===== src/rtl/keypad_matrix_scanner.sv =====
// keypad_matrix_scanner: column-strobed 4x3 keypad scanner with a 2-FF row
// synchronizer, per-scan single-key decode (multi-key presses decode as no
// key), whole-scan debounce, and registered one-hot digit, '*' and '#' outputs.
module keypad_matrix_scanner #(
    parameter int SCAN_DIV       = 1000,
    parameter int DEBOUNCE_SCANS = 4
) (
    input  logic       clock,
    input  logic       resetn,
    input  logic [3:0] row_n,
    output logic [2:0] col_n,
    output logic [9:0] keypad,
    output logic       key_star,
    output logic       key_hash,
    output logic       key_strobe
);

    localparam int                SLOT_W    = (SCAN_DIV > 1) ? $clog2(SCAN_DIV) : 1;
    localparam int                CNT_W     = $clog2(DEBOUNCE_SCANS + 1);
    localparam logic [SLOT_W-1:0] SLOT_LAST = SLOT_W'(SCAN_DIV - 1);
    localparam logic [CNT_W-1:0]  CNT_MAX   = CNT_W'(DEBOUNCE_SCANS);
    localparam logic [3:0]        CODE_STAR = 4'd10;
    localparam logic [3:0]        CODE_HASH = 4'd11;
    localparam logic [3:0]        CODE_NONE = 4'd15;

    // Snapshot bit index is row*3 + col; translate it to the printed legend.
    function automatic logic [3:0] idx_to_code(input logic [3:0] idx);
        logic [3:0] code;
        case (idx)
            4'd0, 4'd1, 4'd2, 4'd3, 4'd4,
            4'd5, 4'd6, 4'd7, 4'd8: code = idx + 4'd1;
            4'd9:                   code = CODE_STAR;
            4'd10:                  code = 4'd0;
            4'd11:                  code = CODE_HASH;
            default:                code = CODE_NONE;
        endcase
        return code;
    endfunction

    // Exactly one pressed key yields its code; none or several yield NONE.
    function automatic logic [3:0] scan_code(input logic [11:0] snap);
        logic [3:0] hits;
        logic [3:0] idx;
        hits = 4'd0;
        idx  = 4'd0;
        for (int i = 0; i < 12; i++) begin
            hits = hits + {3'b000, snap[i]};
            if (snap[i]) begin
                idx = 4'(i);
            end else begin
                idx = idx;
            end
        end
        if (hits == 4'd1) begin
            return idx_to_code(idx);
        end else begin
            return CODE_NONE;
        end
    endfunction

    // Digit codes map to one keypad bit; '*', '#' and NONE map to zero.
    function automatic logic [9:0] digit_onehot(input logic [3:0] code);
        logic [9:0] onehot;
        onehot = 10'd0;
        if (code < 4'd10) begin
            onehot[code] = 1'b1;
        end else begin
            onehot = 10'd0;
        end
        return onehot;
    endfunction

    logic [3:0]        row_sync1_r;
    logic [3:0]        row_sync2_r;
    logic [SLOT_W-1:0] slot_r;
    logic [1:0]        col_idx_r;
    logic [2:0]        col_n_r;
    logic [11:0]       snap_r;
    logic [3:0]        cand_r;
    logic [CNT_W-1:0]  cnt_r;
    logic [3:0]        stable_r;
    logic [9:0]        keypad_r;
    logic              key_star_r;
    logic              key_hash_r;
    logic              key_strobe_r;

    logic              sample_s;
    logic              scan_done_s;
    logic [1:0]        col_idx_next_s;
    logic [11:0]       snap_merged_s;
    logic [3:0]        code_s;
    logic [3:0]        cand_next_s;
    logic [CNT_W-1:0]  cnt_next_s;
    logic [3:0]        stable_next_s;

    assign sample_s    = (slot_r == SLOT_LAST);
    assign scan_done_s = sample_s && (col_idx_r == 2'd2);
    assign code_s      = scan_code(snap_merged_s);

    assign col_n      = col_n_r;
    assign keypad     = keypad_r;
    assign key_star   = key_star_r;
    assign key_hash   = key_hash_r;
    assign key_strobe = key_strobe_r;

    // Next column index, wrapping after the rightmost column.
    always_comb begin
        if (col_idx_r == 2'd2) begin
            col_idx_next_s = 2'd0;
        end else begin
            col_idx_next_s = col_idx_r + 2'd1;
        end
    end

    // Snapshot as it will be once the current column's rows are captured.
    always_comb begin
        snap_merged_s = snap_r;
        for (int r = 0; r < 4; r++) begin
            case (col_idx_r)
                2'd0:    snap_merged_s[r*3]     = ~row_sync2_r[r];
                2'd1:    snap_merged_s[r*3 + 1] = ~row_sync2_r[r];
                2'd2:    snap_merged_s[r*3 + 2] = ~row_sync2_r[r];
                default: snap_merged_s[r*3]     = snap_r[r*3];
            endcase
        end
    end

    // Debounce step applied when a scan completes.
    always_comb begin
        if (code_s == cand_r) begin
            cand_next_s = cand_r;
            if (cnt_r < CNT_MAX) begin
                cnt_next_s = cnt_r + CNT_W'(1);
            end else begin
                cnt_next_s = cnt_r;
            end
        end else begin
            cand_next_s = code_s;
            cnt_next_s  = CNT_W'(1);
        end
        if ((cnt_next_s == CNT_MAX) && (cand_next_s != stable_r)) begin
            stable_next_s = cand_next_s;
        end else begin
            stable_next_s = stable_r;
        end
    end

    // Two-stage synchronizer for the asynchronous row inputs.
    always_ff @(posedge clock or negedge resetn) begin
        if (!resetn) begin
            row_sync1_r <= 4'b1111;
            row_sync2_r <= 4'b1111;
        end else begin
            row_sync1_r <= row_n;
            row_sync2_r <= row_sync1_r;
        end
    end

    // Column slot timing, column strobe and snapshot capture at slot end.
    always_ff @(posedge clock or negedge resetn) begin
        if (!resetn) begin
            slot_r    <= '0;
            col_idx_r <= 2'd0;
            col_n_r   <= 3'b110;
            snap_r    <= 12'd0;
        end else if (sample_s) begin
            slot_r    <= '0;
            col_idx_r <= col_idx_next_s;
            snap_r    <= snap_merged_s;
            case (col_idx_next_s)
                2'd0:    col_n_r <= 3'b110;
                2'd1:    col_n_r <= 3'b101;
                2'd2:    col_n_r <= 3'b011;
                default: col_n_r <= 3'b110;
            endcase
        end else begin
            slot_r <= slot_r + SLOT_W'(1);
        end
    end

    // Debounce state and registered outputs, updated once per completed scan.
    always_ff @(posedge clock or negedge resetn) begin
        if (!resetn) begin
            cand_r       <= CODE_NONE;
            cnt_r        <= '0;
            stable_r     <= CODE_NONE;
            keypad_r     <= 10'd0;
            key_star_r   <= 1'b0;
            key_hash_r   <= 1'b0;
            key_strobe_r <= 1'b0;
        end else if (scan_done_s) begin
            cand_r       <= cand_next_s;
            cnt_r        <= cnt_next_s;
            stable_r     <= stable_next_s;
            keypad_r     <= digit_onehot(stable_next_s);
            key_star_r   <= (stable_next_s == CODE_STAR);
            key_hash_r   <= (stable_next_s == CODE_HASH);
            key_strobe_r <= (stable_r == CODE_NONE) && (stable_next_s != CODE_NONE);
        end else begin
            key_strobe_r <= 1'b0;
        end
    end

endmodule


===== config.mk =====
export PLATFORM = sky130hd
export DESIGN_NAME = keypad_matrix_scanner
export DESIGN_NICKNAME = d
export VERILOG_FILES = /design/src/rtl/keypad_matrix_scanner.sv
export SDC_FILE = /design/constraint.sdc
export NUM_CORES = 1
export LEC_CHECK = 0
export BUFFER_PORTS_ARGS = -buffer_cell sky130_fd_sc_hd__buf_2
export CAP_MARGIN = 20
export CORE_MARGIN = 3
export CORE_UTILIZATION = 36
export CTS_CLUSTER_SIZE = 40
export DETAILED_ROUTE_END_ITERATION = 7
export HOLD_SLACK_MARGIN = 0.02
export PLACE_DENSITY = 0.53
export SLEW_MARGIN = 30
export SYNTH_ARGS = -nofsm -noshare
export SYNTH_HDL_FRONTEND = slang
export SYNTH_SLANG_ARGS = --single-unit

===== constraint.sdc =====
create_clock -name clock -period 9.62 [get_ports clock]
set_clock_uncertainty 0.1 [all_clocks]
set_input_delay 0.481 -clock clock [delete_from_list [all_inputs] [get_ports clock]]
set_output_delay 0.481 -clock clock [all_outputs]
set_load 0.02 [all_outputs]

==> run metrics <==
Ys Warns=0; ys async rst share=100.0%; startpoint types=register; Reg area=0.001499 mm2; crit path DAT=7.70 ns; outcome=finished clean; RSZ-0062 raised after global routing=no; Comb power frac=8.2%; TritonCTS sink count=59; drt total wl=7587 um; met1 usage=22.54%; Mapped Avg Cell Area=9.635 um2; # IOs=22; DRT iter0 DRCs=148; first-pass GRT wire length=13390 um; gpl congestion=0.8136; synth unique cells=64; routed len/inst=14.85 um; DP Wirelength=5317 um; kind of critical path=reg2reg; Layout area overhead=12.19%; area of the multi-input gates=0.001799 mm2; antenna diode count=0; routed via count=2668; Clock power frac=43.3%; CP endpoint=key_strobe; largest net degree at the start of global routing=60; final setup vio count=0; GR Layer Usage met2=22.43%; P_int=0.0003867 W; Power Density=135.5 mW/mm2; filler cell count in the final layout=970; syn_nets=380; Post-CTS Setup Bufs=0; CTS Buffer Depth=2; Max Slew Vio Count=0; worst slew pin tran=0.7560 ns; Die X=103.7 um; Syn Inst Count=357; sequential share of power=48.5%; Top FF cell, synth=dfrtp_1; Min-Delay Path Class=in2reg; DRC=0; row count=35; Seq cells post-synth=59; GRT busiest layer=met1; Max Fclk=130.9 MHz; number of synthesized flops with an enable pin=0; Vias per Instance=5.221; GRT overflow=0; die height=103.7 um; Slew headroom=49.37%; setup tns final=0 ns; reg-to-reg startpoint=col_idx_r[1]; hold buffers post-CTS=0; CP Data Required Time=9.68 ns; Maximum Capacitance Violations=0; CTS tree=built; switching pwr=0.0001363 W; drt first pass iters=4; antenna violations before repair=0; Die ar.=0.01076 mm2; Final WS setup=1.982 ns; IO buf count=21; post-route clock period utilization=79.40%; Max VDD drop=0.06143 mV; Initial Util=37.05%; fraction of layout instances using a drive strength above 1=19.37%; cts bufs inserted=9; CP Capture Type=register; R2R setup slack=1.98 ns; total track usage=15.27%; Hold Fails Final Rpt=0; clock-pin slew on the worst setup and hold paths=0.07 ns; Cell Area, Synth=0.003440 mm2; CTS root buf=clkbuf_8; latest clock arrival within the worst-skew pair=0.34 ns; clock period minus worst slack=7.638 ns; Final ANT Viol Nets=0; vias in the first global route=2701; Switching Share=26.06%; register area share after synthesis=43.58%; Worst setup startpoint=col_idx_r[1]; RR Endpoint=key_strobe; post-cts sizing count=0; nets=400; GR met3 Demand/Resource=2.305%; Post-Place Worst Slack=2.054 ns; commonest non-fill, non-tap cell in the layout=nand2_1; commonest non-fill, non-tap cells in the layout=nand2_1, dfrtp_1, o21ai_0, nor2_1, inv_1; reg2reg path depth=20; H-tree Lvls=3; worst-path fanout max=23; core area=0.009284 mm2; Lkg Pwr=1.698 nW
worst min-delay path by stage:
stage                   start             end  slack [ns]  cells after the start
2_1_floorplan          resetn        cnt_r[0]        0.09                      0
3_3_place_gp   row_sync1_r[1]  row_sync2_r[1]        0.25                      0
3_5_place_dp   row_sync1_r[3]  row_sync2_r[3]        0.25                      0
4_1_cts              row_n[1]  row_sync1_r[1]        0.13                      1
5_1_grt              row_n[1]  row_sync1_r[1]        0.13                      1
6_report             row_n[1]  row_sync1_r[1]        0.14                      1
routing by layer:
metal  share of wire, %  wire [um]
met1                 52       3921
met2                 42       3220
met3                3.8        292
met4                2.0        153
met5                  0          0
power groups by stage:
stage	Combinational, W	Clock (W)	Sequential (W)
after floorplan	0.0000296	0	0.000257
after global placement	0.0000437	0	0.000258
after detailed placement	0.0000436	0	0.000258
after CTS	0.0000438	0.000233	0.000253
after global routing	0.0000505	0.000246	0.000254
final	0.0000431	0.000226	0.000253
critical path, stage by stage (launching register included):
cell and delay, ns:
dfrtp_1 0.77, nand2b_1 0.48, o21ai_0 0.44, fa_1 0.48
fa_1 0.51, inv_1 0.05, fa_1 0.49, fa_1 0.40
inv_1 0.06, ha_1 0.16, inv_1 0.05, fa_1 0.37
nor2_1 0.10, a31oi_1 0.09, nor4b_1 0.60, o221ai_1 0.47
xor2_1 0.29, or4_1 0.61, nor2_1 0.22, o21ai_0 0.10
a2111oi_0 0.63
state kept, by name, summed over array words and instances (netlist names):
signal / count
cand_r: 4
cnt_r: 3
col_idx_r: 2
col_n: 3
key_hash: 1
key_star: 1
key_strobe: 1
keypad: 10
row_sync1_r: 4
row_sync2_r: 4
slot_r: 10
snap_r: 12
stable_r: 4
cell type report:
type,count,share of cell area (%)
Timing Repair Buffer,23,3.113
Inverter,23,2.237
Multi-Input combinational cell,261,46.63
Tap cell,129,4.183
Clock inverter,6,1.686
Sequential cell,59,38.85
Clock buffer,10,3.307
cells by family (layout without fill, tap and decap cells):
kind of cell,after synthesis,in the layout,share of synthesized area [%]
simple gates,134,134,20.44
compound gates,91,91,18.52
flops,59,59,43.58
buf+inv,37,62,4.401
fa+ha+maj,17,17,7.712
xor+xnor,11,11,2.801
mux,8,8,2.546
synthesized netlist by cell type, types with 5 or more instances:
master	n	area share [%]
clkbuf_1	8	0.87
dfstp_2	18	14
ha_1	10	3.6
nor2b_1	6	1.1
and3_1	5	0.91
a21oi_1	12	1.7
nand2_1	45	4.9
dfrtp_1	41	30
nor3_1	9	1.3
mux2_2	6	2.0
nor3b_1	8	1.7
o21ai_0	30	4.4
inv_1	23	2.5
xnor2_1	5	1.3
nand3_1	9	1.3
nor2_1	24	2.6
xor2_1	6	1.5
fa_1	7	4.1
a31oi_1	8	1.5
per-stage QoR:
stage / utilization [%] / hold WS (ns) / power [W] / instances / instance area [um2]
2_1_floorplan: - / 0.08541 / 0.0002865 / 357 / 3440
3_3_place_gp: 39.43 / 0.2458 / 0.0003015 / 495 / 3661
3_5_place_dp: 39.49 / 0.2490 / 0.0003014 / 495 / 3666
4_1_cts: 41.56 / 0.1271 / 0.0005302 / 511 / 3859
5_1_grt: 41.56 / 0.1336 / 0.0005501 / 511 / 3859
6_report: 41.56 / 0.1446 / 0.0005230 / 511 / 3859
Power figures use the tool's default switching activity.
